$ cat src/rtl/gameplay_datapath.sv
// Gameplay datapath: moving block position/direction, previous row, row index,
// score and chances, updated by single-cycle control strobes from the FSM.
module gameplay_datapath #(
  parameter int SCREEN_W     = 160,
  parameter int BLOCK_W      = 16,
  parameter int ROW_H        = 8,
  parameter int Y_BASE       = 112,
  parameter int MAX_ROWS     = 15,
  parameter int SHIFT_DIV    = 4,
  parameter int INIT_CHANCES = 9
) (
  input  logic       clk,
  input  logic       resetn,
  input  logic       ld_x,
  input  logic       ld_y,
  input  logic       ld_d,
  input  logic       enable,
  input  logic       save_x,
  input  logic       inc_row,
  input  logic       inc_score,
  input  logic       dec_chances,
  output logic [7:0] x,
  output logic [6:0] y,
  output logic [7:0] prev_x,
  output logic [3:0] row,
  output logic [7:0] score,
  output logic [3:0] chances,
  output logic       c,
  output logic       o
);

  localparam logic [7:0] X_MAX = 8'(SCREEN_W - BLOCK_W);
  localparam int DW = (SHIFT_DIV > 1) ? $clog2(SHIFT_DIV) : 1;
  localparam logic [DW-1:0] DIV_LAST = DW'(SHIFT_DIV - 1);

  logic          dir;  // 1 = moving right
  logic [DW-1:0] div;
  logic [3:0]    row_next;
  logic          tick;
  logic [7:0]    x_start;
  logic [7:0]    x_shift;
  logic          turn;
  logic [6:0]    y_calc;
  logic [8:0]    diff;
  logic [8:0]    adiff;

  always_comb begin
    row_next = row;
    if (inc_row && (row < 4'(MAX_ROWS - 1))) row_next = row + 4'd1;
  end

  assign tick    = enable && !ld_x && (div == DIV_LAST);
  assign x_start = row_next[0] ? X_MAX : 8'd0;
  // Row start y, wrapped to the 7-bit output; parameters keep it non-negative.
  assign y_calc  = 7'(Y_BASE) - 7'(ROW_H) * {3'b000, row_next};

  // Bounce at the edges: the turning move already steps one pixel back inward.
  always_comb begin
    turn    = 1'b0;
    x_shift = x;
    if (dir) begin
      if (x == X_MAX) begin
        turn    = 1'b1;
        x_shift = x - 8'd1;
      end else begin
        x_shift = x + 8'd1;
      end
    end else begin
      if (x == 8'd0) begin
        turn    = 1'b1;
        x_shift = 8'd1;
      end else begin
        x_shift = x - 8'd1;
      end
    end
  end

  always_ff @(posedge clk or negedge resetn) begin
    if (!resetn) begin
      x       <= 8'd0;
      y       <= 7'(Y_BASE);
      dir     <= 1'b1;
      prev_x  <= 8'd0;
      row     <= 4'd0;
      score   <= 8'd0;
      chances <= 4'(INIT_CHANCES);
      div     <= '0;
    end else begin
      if (!enable || ld_x || tick) div <= '0;
      else                         div <= div + 1'b1;

      if (ld_x)      x <= x_start;
      else if (tick) x <= x_shift;

      if (ld_d)              dir <= ~row_next[0];
      else if (tick && turn) dir <= ~dir;

      if (ld_y)   y      <= y_calc;
      if (save_x) prev_x <= x;
      row <= row_next;

      if (inc_score && (score != 8'hFF))  score   <= score + 8'd1;
      if (dec_chances && (chances != 4'd0)) chances <= chances - 4'd1;
    end
  end

  assign c     = (chances != 4'd0);
  assign diff  = {1'b0, x} - {1'b0, prev_x};
  assign adiff = diff[8] ? (~diff + 9'd1) : diff;
  assign o     = (adiff < 9'(BLOCK_W));

endmodule
$ cat config.mk
export PLATFORM = sky130hd
export DESIGN_NAME = gameplay_datapath
export DESIGN_NICKNAME = d
export VERILOG_FILES = /design/src/rtl/gameplay_datapath.sv
export SDC_FILE = /design/constraint.sdc
export NUM_CORES = 1
export LEC_CHECK = 0
export CAP_MARGIN = 15
export CORE_MARGIN = 5
export CORE_UTILIZATION = 46
export CTS_CLUSTER_SIZE = 24
export DETAILED_ROUTE_END_ITERATION = 6
export PLACE_DENSITY = 0.76
export SETUP_SLACK_MARGIN = 0.05
export SLEW_MARGIN = 20
export SYNTH_ARGS = -nofsm -noshare
export SYNTH_HDL_FRONTEND = slang
export SYNTH_SLANG_ARGS = --single-unit
$ cat constraint.sdc
create_clock -name clk -period 2.05 [get_ports clk]
set_input_delay 0.3075 -clock clk [delete_from_list [all_inputs] [get_ports clk]]
set_output_delay 0.3075 -clock clk [all_outputs]
set_load 0.005 [all_outputs]
Yosys cells after proc, flatten, opt, wreduce, memory -nomap -nowiden

Cells that the tools add are included.

$add $sub $neg: 9
$mul: 0
Div/mod/pow operators: 0
Magnitude comparators: 2
Equality and inequality tests: 3
Shift-type cells: 0
Muxes and demuxes: 14
Bitwise gates (word level): 3
Reduce and logical (&&, ||, !) cells: 14

Operators by type and width:

| kind                                                                  | number |
|---|---|
| 8-bit 2-to-1 mux                                                      | 6 |
| 8-bit by 1-bit adder with 8-bit output (second input constant)        | 2 |
| 9-bit by 1-bit adder with 9-bit output (second input constant)        | 1 |
| 9-bit by 5-bit < comparator with 1-bit output (second input constant) | 1 |
| 9-bit 2-to-1 mux                                                      | 1 |
| 9-bit inverter                                                        | 1 |
| 8-bit by 8-bit subtractor with 9-bit output                           | 1 |
| 8-bit == test (second input constant)                                 | 1 |
| 8-bit logical NOT                                                     | 1 |
| 8-bit inequality test (second input constant)                         | 1 |
| 8-bit by 1-bit subtractor with 8-bit output (second input constant)   | 1 |
| 7-bit subtractor (first input constant)                               | 1 |
| 1-bit logical AND                                                     | 6 |
| 1-bit 2-to-1 mux                                                      | 5 |
| 4-bit by 1-bit adder with 4-bit output (second input constant)        | 1 |
| 4-bit < comparator (second input constant)                            | 1 |
| 4-bit 2-to-1 mux                                                      | 1 |
| 2-bit nonzero test                                                    | 2 |
| 4-bit nonzero test                                                    | 1 |
| 4-bit by 1-bit subtractor with 4-bit output (second input constant)   | 1 |
| 2-bit by 1-bit adder with 2-bit output (second input constant)        | 1 |
| 2-bit == test (second input constant)                                 | 1 |
| 1-bit logical NOT                                                     | 2 |
| 1-bit logical OR                                                      | 2 |
| other kinds (2)                                                       | 3 |

Register bits after elaboration: 42
Latch bits: 0
RAM bits: 0
Bits in read-only memories: 0
Bits of input ports: 10
Output and inout bits: 41
Word-level logic and storage cells: 53
Memories kept: 0

Logic depth before layout (Yosys ltp)

Gate-level depths: netlist (run 1).

Word-level depth: 6
Mapped depth: 9
Gate-level depth less buffers: 9

Least setup slack after synthesis (run 1)

Ideal clock, no wire load.

Path type: reg-to-output
Start point: register x[0]
End point: output o
Data arrival time: 2.012 ns
Data required time: 1.742 ns
Slack: -0.269 ns
Cell stages (with the launch flop): 9
Path buffers: 0
Cell sequence: dfrtp_1 -> inv_1 -> ha_1 -> fa_1 -> nand2b_1 -> a21oi_1 -> xor2_1 -> nand4b_1 -> o31ai_1

Cells in the longest elaborated chain, start to end: 5

Ends and longest elaborated chain:

| item                                              | RTL line | RTL |
|---|---|---|
| start, declared                                   | 22       | `output logic [7:0] x,` |
| start signal, assigned                            | 92       | `if (ld_x) x <= x_start;` |
| start signal, assigned                            | 93       | `else if (tick) x <= x_shift;` |
| 8-bit by 8-bit subtractor with 9-bit output (*)   | 108      | `assign diff = {1'b0, x} - {1'b0, prev_x};` |
| 9-bit inverter                                    | 109      | `assign adiff = diff[8] ? (~diff + 9'd1) : diff;` |
| 9-bit by 1-bit adder with 9-bit output            | 109      |  |
| 9-bit 2-to-1 mux (*)                              | 109      |  |
| 9-bit by 5-bit < comparator with 1-bit output (*) | 110      | `assign o = (adiff < 9'(BLOCK_W));` |
| end, declared                                     | 29       | `output logic o` |

Mark *: on every way between the ends. The rest lies on a longest branch, timed or not.

Worst setup path after layout (run 1)

Start point: register prev_x[0]
End point: output o

Cells in the longest elaborated chain, start to end: 5

Ends and longest elaborated chain:

| item                                              | RTL line | RTL |
|---|---|---|
| start, declared                                   | 24       | `output logic [7:0] prev_x,` |
| start signal, assigned                            | 83       | `prev_x <= 8'd0;` |
| start signal, assigned                            | 99       | `if (save_x) prev_x <= x;` |
| 8-bit by 8-bit subtractor with 9-bit output (*)   | 108      |  |
| 9-bit inverter                                    | 109      |  |
| 9-bit by 1-bit adder with 9-bit output            | 109      |  |
| 9-bit 2-to-1 mux (*)                              | 109      |  |
| 9-bit by 5-bit < comparator with 1-bit output (*) | 110      |  |

Marked as above.

==> results of run 1 <==
## worst register-to-register path: cells and delay by family (launching register included)
family          cells  cell delay, ns
compound gates      3            0.51
flops               1            0.41
mux                 1            0.29
buf+inv             2            0.25
fa+ha+maj           1            0.21
simple gates        1            0.05
## timing repair
action	CTS	global route
endpoints found under the setup margin	2	2
buffers inserted	4	0
gates resized for setup	18	2
pin swaps	8	5
## layer usage
metal | wire (microns) | vias to the layer above | part of all wire
li1 | - | 1077 | -
met1 | 2570 | 1064 | 0.43
met2 | 3050 | 47 | 0.51
met3 | 209 | 10 | 0.035
met4 | 101 | 0 | 0.017
met5 | 0 | - | 0
## per-stage QoR
| stage | power (mW) | utilization |
|---|---|---|
| after CTS | 4.08 | 0.677 |
| final | 4.07 | 0.679 |
| after global routing | 4.37 | 0.679 |
| after global placement | 3.19 | 0.633 |
| after detailed placement | 3.25 | 0.633 |
| after floorplan | 2.32 | - |
## cells in the mapped netlist (4+ instances only)
library cell / count / area [sq um]
dfrtp_1: 33 / 826
nand2_1: 33 / 124
inv_1: 20 / 75.1
nor2_1: 19 / 71.3
ha_1: 16 / 200
o21ai_0: 16 / 80.1
a21oi_1: 13 / 65.1
xnor2_1: 8 / 70.1
nand4_1: 7 / 43.8
o21ai_1: 7 / 35.0
dfstp_2: 6 / 158
mux2_2: 5 / 56.3
nand3_1: 5 / 25.0
xor2_1: 5 / 43.8
o31ai_1: 4 / 30.0
## cell type report
type | count | area (sq um)
fillers | 381 | 1630
repair buffers | 86 | 756
clock buffers | 5 | 68.8
multi-input cells | 190 | 1430
clock inverters | 3 | 46.3
flip-flops and latches | 39 | 983
inverters | 20 | 75.1
well taps | 70 | 87.6
## flip-flops by register name (all words and copies together) (netlist names)
signal   flops
chances      4
div          2
score        8
dir          1
y            4
x            8
row          4
prev_x       8
## cell families (layout without fill, tap and decap cells)
logic type | after synthesis | in the layout | share of synthesized area
simple gates | 84 | 84 | 0.176
compound gates | 65 | 65 | 0.182
flops | 39 | 39 | 0.410
buf+inv | 28 | 114 | 0.0527
fa+ha+maj | 17 | 17 | 0.0918
xor+xnor | 13 | 13 | 0.0474
mux | 8 | 8 | 0.0381
other cells | 1 | 3 | 0.00156
## worst paths after layout
kind | startpoint | end
setup / recovery | prev_x[0] | o
hold / removal | resetn | score[0]
setup reg to reg | x[1] | x[2]
hold reg to reg | div[0] | div[0]
max in group asynchronous | resetn | y[6]
min in group clk | div[0] | div[0]
## power by group
group          switching, mW  internal (mW)
Sequential             0.218           1.03
Combinational          0.959           1.21
Clock                  0.289          0.367
Total                   1.47           2.61
## cells in the final DEF, fill, tap and decap left out, drive strengths merged, types with 2 or more instances in the layout
cell | netlist | layout
clkdlybuf4s50 | 0 | 44
a21o | 4 | 4
ha | 16 | 16
dfrtp | 33 | 33
a31oi | 2 | 2
nand2 | 33 | 33
nand3 | 5 | 5
xnor2 | 8 | 8
inv | 20 | 21
nor3 | 3 | 3
nand4 | 7 | 7
o21ai | 23 | 23
nor2 | 20 | 20
mux2i | 2 | 2
o311ai | 2 | 2
o2111ai | 2 | 2
buf | 6 | 41
o31ai | 4 | 4
nand2b | 3 | 3
a311oi | 2 | 2
dfstp | 6 | 6
clkbuf | 2 | 5
mux2 | 6 | 6
a21oi | 14 | 14
nor2b | 3 | 3
conb | 1 | 3
xor2 | 5 | 5
and3 | 2 | 2
==> flow_summary.ini, run 1 <==
[sta]
slew_headroom = 0.661
rsz0062_at_grt = true
clock_skew_ns = 0.0106
final-max-slew-violation-count = 0
setup_viol = 1
timing.hold.ws_ns = 0.0587
timing.fmax_ghz = 0.393
final.min_clock_period_ns = 2.54
tns_ns = -0.492
tightest_slew_ns = 0.509
hold_viol_final = 0
finalWorstSetupSlack_ns = -0.492
fin_crit_sh = 1.24

[global_route]
grtUsageTotal = 0.188
use_met3 = 0.0347
grt-busiest-layer = met2
antenna_found_initial = 0
gr-total-overflow = 0
use_met1 = 0.230
grt_pass1_wl_microns = 9760
first_global_vias = 2158
grt_max_degree = 40
grtUsageMet2 = 0.326

[cts]
clkLatencyLatePin_ns = 0.30
clockBufferDepth = 2
cts_tree = yes
cts_hold_buf = 0
cts_root_buf = clkbuf_8
clk_pin_slew_ns = 0.09
clock-sinks = 39
h-tree-depth = 2
numCtsBuffers = 5

[synthesis]
synth_edf_count = 0
syn_inst = 255
synthArstFlopShare = 1.00
ys_types = 55
yosysSeqAreaShare = 0.410
ys_ff_latch = 39
netlist_area_sq_mm = 0.00240
synth_ff_type = dfrtp_1
yosysWarningCount = 0
synth.avg_cell_area_sq_um = 9.41

[cells_and_area]
fin_cells = 413
fin_nets = 369
final_area_sq_mm = 0.00344
area_growth_pct = 43.5
antenna_cells = 0
drive_gt1_frac = 0.254

[worst_setup_path]
worstPathMaxFanout = 3
worst_r2r_path_depth = 8
path_buf_inv = 1
cp.required_ns = 1.74
criticalPathCategory = flop to output port
cp-end-kind = output port
critPathTopFamily = adder cells
rrSetupSlack_ns = 0.23
max_stage_delay_ns = 0.42
startpoint_type = flop
cp_num_cells = 8
crit_slowest_cell = dfrtp_1
cp_cell_sequence = ha_4 -> fa_2 -> nand2b_4 -> a21oi_2 -> xor2_1 -> nand4b_1 -> o31ai_2 -> buf_2
arrival_ns = 2.23

[power]
irDropWorstVdd_mv = 0.616
powerDensity_mw_per_mm2 = 1180
power.leakage_nw = 1.55

[route]
antenna_left = 0
routed_via_density = 5.32
via_count = 2198
totalWireLength_microns = 5930
drt-initial-drc-count = 97
firstDrtPassIters = 4
wl_per_cell_microns = 14.4
route.detailed.drc = 0

[run]
drv_cap = 0

[die]
die_w_microns = 82.2
io_pins = 51
die_h_microns = 82.2
start_util = 0.473
coreArea_sq_mm = 0.00507
fp.dieArea_sq_mm = 0.00676
row_count = 26

[place]
hpwl_microns = 4230
place_area_sq_mm = 0.00321
portBuffers = 47
dp_slack_ns = -0.650
globalplace.congestion = 0.866
dp_cells = 401

[run_status]
status = complete, but fails checks
violations = negative setup slack

[hold_path]
worstHoldPathType = primary input to asynchronous set/reset pin
Note: power is estimated with default switching activity, not from simulation.
==> run 2, diff against run 1 <==
--- a/config.mk
+++ b/config.mk
@@ -5,7 +5,6 @@
 export SDC_FILE = /design/constraint.sdc
 export NUM_CORES = 1
 export LEC_CHECK = 0
-export CAP_MARGIN = 15
 export CORE_MARGIN = 5
 export CORE_UTILIZATION = 46
 export CTS_CLUSTER_SIZE = 24
==> results of run 2 <==
Same layout as run 1: the final DEF is identical, and so are final timing and power.
==> run 3, diff against run 2 <==
--- a/config.mk
+++ b/config.mk
@@ -10,6 +10,7 @@
 export CTS_CLUSTER_SIZE = 24
 export DETAILED_ROUTE_END_ITERATION = 6
 export PLACE_DENSITY = 0.76
+export RECOVER_POWER = 50
 export SETUP_SLACK_MARGIN = 0.05
 export SLEW_MARGIN = 20
 export SYNTH_ARGS = -nofsm -noshare
==> flow_summary.ini, run 3 (same netlist as run 1, synthesis figures left out) <==
[sta]
hold_viol_final = 0
rsz0062_at_grt = true
final-max-slew-violation-count = 0
fin_crit_sh = 1.24
timing.hold.ws_ns = 0.234
slew_headroom = 0.360
tightest_slew_ns = 0.960
final.min_clock_period_ns = 2.54
setup_viol = 1
clock_skew_ns = 0.0108
timing.fmax_ghz = 0.394
finalWorstSetupSlack_ns = -0.491

[cells_and_area]
layout_common_cells = clkdlybuf4s50_1, buf_4, nand2_1, dfrtp_1, nor2_1
multiInputGateArea_sq_mm = 0.00142
drive_gt1_frac = 0.245
area_growth_pct = 43.0
layout_commonest_cell = clkdlybuf4s50_1
fin_nets = 369
reg_top3 = prev_x: 8 flops, score: 8 flops, x: 8 flops
ff_latch_area_sq_um = 983
final_util = 0.676
nFillCells = 383
antenna_cells = 0
final_area_sq_mm = 0.00343

[cts]
numCtsBuffers = 5
cts_root_buf = clkbuf_8
clock-sinks = 39
clkLatencyLatePin_ns = 0.30
cts_hold_buf = 0
clockBufferDepth = 2
h-tree-depth = 2
clk_pin_slew_ns = 0.08
cts_tree = yes

[die]
start_util = 0.473
die_w_microns = 82.2
io_pins = 51
row_count = 26
fp.dieArea_sq_mm = 0.00676
coreArea_sq_mm = 0.00507
die_h_microns = 82.2

[route]
drt-initial-drc-count = 98
routed_via_density = 5.29
firstDrtPassIters = 4
antenna_left = 0
totalWireLength_microns = 5900
via_count = 2183
route.detailed.drc = 0
wl_per_cell_microns = 14.3

[global_route]
first_global_vias = 2158
gr-total-overflow = 0
grtUsageTotal = 0.188
grt_max_degree = 40
antenna_found_initial = 0
grt_pass1_wl_microns = 9760

[run_status]
status = complete, but fails checks
violations = negative setup slack

[worst_setup_path]
criticalPathCategory = flop to output port
startpoint_type = flop
cp.required_ns = 1.74
worstPathMaxFanout = 3
cp-end-kind = output port
arrival_ns = 2.23

[power]
total_power_mw = 4.05
power.leakage_nw = 1.54
irDropWorstVdd_mv = 0.615
powerDensity_mw_per_mm2 = 1180

[place]
portBuffers = 47
globalplace.congestion = 0.866
dp_slack_ns = -0.650
hpwl_microns = 4230
place_area_sq_mm = 0.00321

[hold_path]
worstHoldPathType = primary input to asynchronous set/reset pin

[run]
drv_cap = 0
[run 3: cell count changes in the layout (fill, tap and decap cells not counted)]
cell and delta:
clkbuf_1 +2, clkdlybuf4s50_1 -2, clkbuf_2 +1, dlygate4sd3_1 +2
buf_4 -3, ha_2 -1, ha_1 +1
[run 3: critical path, stage by stage (launching register included)]
cell      delay, ns
dfrtp_1        0.42
ha_4           0.19
fa_2           0.35
nand2b_4       0.17
a21oi_2        0.14
xor2_1         0.22
nand4b_1       0.14
o31ai_2        0.18
buf_2          0.14
[run 3: report_power, final]
group          internal [mW]  switching, mW  total, mW
registers               1.03          0.217       1.25
logic                   1.19          0.958       2.15
clock network          0.367          0.289      0.655
[run 3: path summary, 6_finish.rpt]
check / startpoint / endpoint / slack [ns] / cells after the start
max: prev_x[0] / o / -0.49 / 8
min: resetn / x[0] / 0.23 / 2
max reg2reg: x[6] / x[4] / 0.23 / 7
min reg2reg: div[0] / div[0] / 0.45 / 1
max in group asynchronous: resetn / prev_x[6] / 1.21 / 2
min in group clk: div[0] / div[0] / 0.45 / 1
[run 3: layout make-up]
| cell class | count | area share |
|---|---|---|
| clock inverters | 3 | 0.0135 |
| clock buffers | 5 | 0.0201 |
| well taps | 70 | 0.0255 |
| repair buffers | 86 | 0.217 |
| flip-flops and latches | 39 | 0.287 |
| inverters | 20 | 0.0219 |
| multi-input cells | 190 | 0.415 |
[run 3: timing repair]
| action | 4_1_cts | 5_1_grt |
|---|---|---|
| buffers inserted | 4 | 0 |
| pin swaps | 8 | 5 |
| endpoints found under the hold margin | 0 | 0 |
| setup endpoints to repair | 2 | 2 |
| resized for setup | 18 | 2 |
[run 3: metal layers]
layer | GRT usage | vias up | routed length, microns
met4 | 0.0731 | 0 | 101
met5 | 0 | - | 0
met2 | 0.326 | 46 | 3050
met3 | 0.0347 | 10 | 205
li1 | - | 1075 | -
met1 | 0.230 | 1052 | 2540
[run 3: through the flow]
stage / cells / setup TNS, ns
global route: 413 / -0.608
finish: 413 / -0.491
detailed placement: 401 / -0.650
CTS: 413 / -0.510
floorplan: 257 / -0.0790
global placement: 401 / -0.591
==> RTL change 1 (config.mk and constraints of run 2) <==
The parameter `SHIFT_DIV` goes from 4 to 8.
--- a/src/rtl/gameplay_datapath.sv
+++ b/src/rtl/gameplay_datapath.sv
@@ -6,7 +6,7 @@
   parameter int ROW_H        = 8,
   parameter int Y_BASE       = 112,
   parameter int MAX_ROWS     = 15,
-  parameter int SHIFT_DIV    = 4,
+  parameter int SHIFT_DIV    = 8,
   parameter int INIT_CHANCES = 9
 ) (
   input  logic       clk,
Check against the original RTL: not equivalent (a bounded check fails within 10 cycles, from zero or initial values and one cycle with resetn low).
==> RTL change 1 against run 2 <==
The flow still finishes with violations (negative setup slack). Power is 0.89% lower. Wire length is 2.8% higher. Sequential cell count is 1 higher. Sequential power is 5% lower. Area after synthesis is 0.99% higher. Count of clock-buffer cells in the layout stayed put. Design area is 5.0% higher. Register-to-register slack worse by 220 ps. First-iteration DRC count is 19% lower. Setup slack worse by 190 ps.
==> RTL change 1: results (changes against run 2) <==
metric,value,unit,change
synth-xor-area-share,0.0578,,was 0.0474
dp_hpwl,4460,um,was 4230 um
place_congestion,0.864,,was 0.866
violations,negative setup slack,,unchanged
setup_ws,-684,ps,was -492 ps
place_inst,411,,was 401
synth_fa_ha_area_frac,0.0960,,was 0.0918
grt_max_degree,41,,was 40
multi_input_area_share,0.415,,was 0.414
avgSynthCellArea,9.29,sq um,was 9.41 sq um
crit_slowest_cell,or4_4,,was dfrtp_1
p_clk,0.669,mW,was 0.656 mW
place_area,3310,sq um,was 3210 sq um
muxShareOfSynthArea,0.0310,,was 0.0381
p_sw_frac,0.356,,was 0.360
drive_gt1_frac,0.292,,was 0.254
total_leakage_power,1.58,nW,was 1.55 nW
num-nets-final,383,,was 369
grt_first_pass_wirelength,10300,um,was 9760 um
clock_skew,7.11,ps,was 10.6 ps
synth.distinct_cells,49,,was 55
grt_pass1_vias,2283,,"was 2,158"
fillers,392,,was 381
clkCellAreaFrac,0.0322,,was 0.0334
nonClockInverterCount,21,,was 20
yosysSeqAreaShare,0.416,,was 0.410
final-setup-viol-count,1,,unchanged
arrival,2430,ps,was 2230 ps
buffers,93,,was 86
slowest_delay,540,ps,was 420 ps
synthToLayoutAreaGrowth,49.1,%,was 43.5%
netlist_area,2420,sq um,was 2400 sq um
crit_fanout,2,,was 3
path_delay_family,simple AND/OR/NAND/NOR gates,,was adder cells
ir_drop,0.812,mV,was 0.616 mV
tns,-684,ps,was -492 ps
status,finished with violations,,unchanged
synth-compound-area-share,0.152,,was 0.182
-- RTL change 1: repair_timing --
action                     in CTS  in global routing
pin swaps                      12                  7
hold endpoints to repair        0                  0
setup endpoints to repair       7                  8
buffers inserted                4                  4
resized for setup              20                 12
-- RTL change 1: metal layers --
| metal | GRT usage | wire length (um) | up-vias |
|---|---|---|---|
| met5 | 0 | 0 | - |
| met4 | 0.0686 | 115 | 0 |
| met3 | 0.0401 | 270 | 14 |
| met2 | 0.333 | 3030 | 62 |
| met1 | 0.244 | 2680 | 1048 |
| li1 | - | - | 1104 |
-- RTL change 1: worst paths after layout --
kind	end	slack, ps	start
worst min-delay path	score[6]	50	resetn
min in group clk	div[0]	440	div[0]
worst max-delay path	o	-680	prev_x[0]
worst min register to register	div[0]	440	div[0]
worst max register to register	x[7]	10	x[1]
max in group asynchronous	x[1]	1620	resetn
==> RTL change 2 (settings of run 2) <==
Made on the original files. Reset style: synchronous (`resetn`), changed in one clocked block.
--- a/src/rtl/gameplay_datapath.sv
+++ b/src/rtl/gameplay_datapath.sv
@@ -75,7 +75,7 @@
     end
   end
 
-  always_ff @(posedge clk or negedge resetn) begin
+  always_ff @(posedge clk) begin
     if (!resetn) begin
       x       <= 8'd0;
       y       <= 7'(Y_BASE);
Formal check against the unedited RTL: differs if resetn is asserted again (counterexample within 4 cycles, from zero or initial values and one cycle with resetn low); with resetn held inactive, the same outputs for 10 cycles.
==> RTL change 2 against run 2 <==
The run still ends with negative setup slack left. Setup slack got worse by 280 ps. Non-clock buffer count is 1 lower. Synthesized cell count up 8.2%. Wire length is 3.4% lower. Fmax fell by 9.8%. Sequential share of layout area fell by 4.3 points. Sequential cell count did not move. First-iteration DRC count is 2.1% lower. Design area down 6.1%. Area after synthesis down 2.2%. Critical path type unchanged. Largest cell class unchanged.
Power is not compared: it rests on default switching activity, and its combinational part moved more than twofold at a synthesized area within 25%.
==> RTL change 2: results (changes against run 2) <==
metric,value,unit,change
min_path_type,flip-flop to flip-flop,,was primary input to async pin
drt_iter0_markers,95,,was 97
synth_common_cells,"dfxtp_1 (39), nor2_1 (31), nand2_1 (29)",,"was dfrtp_1 (33), nand2_1 (33), inv_1 (20)"
r2r-start,x[2],,was x[1]
synth-compound-area-share,0.146,,was 0.182
final-setup-viol-count,1,,unchanged
grt_max_degree,22,,was 40
async_reset_ff_frac,0,,was 1.00
drt_wl_total,5730,um,was 5930 um
post-place-ws,-896,ps,was -650 ps
sh_seq_area,0.242,,was 0.286
r2r_cells,8,,unchanged
synth_fa_ha_area_frac,0.0938,,was 0.0918
place_area,3110,sq um,was 3210 sq um
hold_slack,426,ps,was 58.7 ps
die_x,81.4,um,was 82.2 um
routed_via_density,5.19,,was 5.32
num-nets-final,383,,was 369
fillers,454,,was 381
violations,negative setup slack,,unchanged
synthTopCellsByArea,"dfxtp_1 (33%), ha_1 (8.5%), mux2i_1 (6.4%)",,"was dfrtp_1 (34%), ha_1 (8.3%), dfstp_2 (6.6%)"
grt_first_pass_wirelength,9680,um,was 9760 um
slew_headroom,0.632,,was 0.661
grt_pass1_vias,2171,,"was 2,158"
tns,-768,ps,was -492 ps
multi_input_area_share,0.451,,was 0.414
layout.nonclk_buf_frac,0.232,,was 0.219
dp_hpwl,4310,um,was 4230 um
crit_fanout,3,,unchanged
buffers,85,,was 86
top_regs,"prev_x (8), score (8), x (8)",,unchanged
avgSynthCellArea,8.50,sq um,was 9.41 sq um
synth.distinct_cells,54,,was 55
yosysWarnings,0,,unchanged
fin_cells,427,,was 413
critPathLaunch,prev_x[2],,was prev_x[0]
place_inst,417,,was 401
nonClockInverterCount,17,,was 20
place_congestion,0.860,,was 0.866
synth-xor-area-share,0.0634,,was 0.0474
drive_gt1_frac,0.185,,was 0.254
arrival,2510,ps,was 2230 ps
status,finished with violations,,unchanged
track_usage,0.185,,was 0.188
num-multi-input-gates,208,,was 190
cts_resized,5,,was 18
clock_skew,6.24,ps,was 10.6 ps
clkCellAreaFrac,0.0275,,was 0.0334
post_cts_buffers,2,,was 4
ff2ff_setup_slack,180,ps,was 230 ps
setup_ws,-768,ps,was -492 ps
==> RTL change 2: cell types whose count changed after synthesis, moves of 5 or more <==
| cell | delta |
|---|---|
| dfstp_2 | -6 |
| and2_1 | +5 |
| nor3_1 | +5 |
| dfrtp_1 | -33 |
| nor2_1 | +12 |
| o21ai_1 | -7 |
| dfxtp_1 | +39 |
| mux2i_1 | +13 |
| nand3_1 | +6 |
| o21a_1 | +6 |
| mux2_2 | -5 |
| a21oi_1 | -6 |
==> RTL change 2: metal layers <==
| metal | GRT usage | routed length [um] |
|---|---|---|
| met5 | 0 | 0 |
| met4 | 0.0693 | 106 |
| met3 | 0.0318 | 277 |
| met2 | 0.309 | 2710 |
| met1 | 0.239 | 2640 |
==> RTL change 2: critical path: stages, from the launching register on <==
cell,delay [ps]
dfxtp_1,340
inv_1,40
ha_1,310
nor2b_4,150
o21a_1,160
nor3_1,280
o22ai_1,120
or4_1,510
mux2i_1,170
buf_2,140
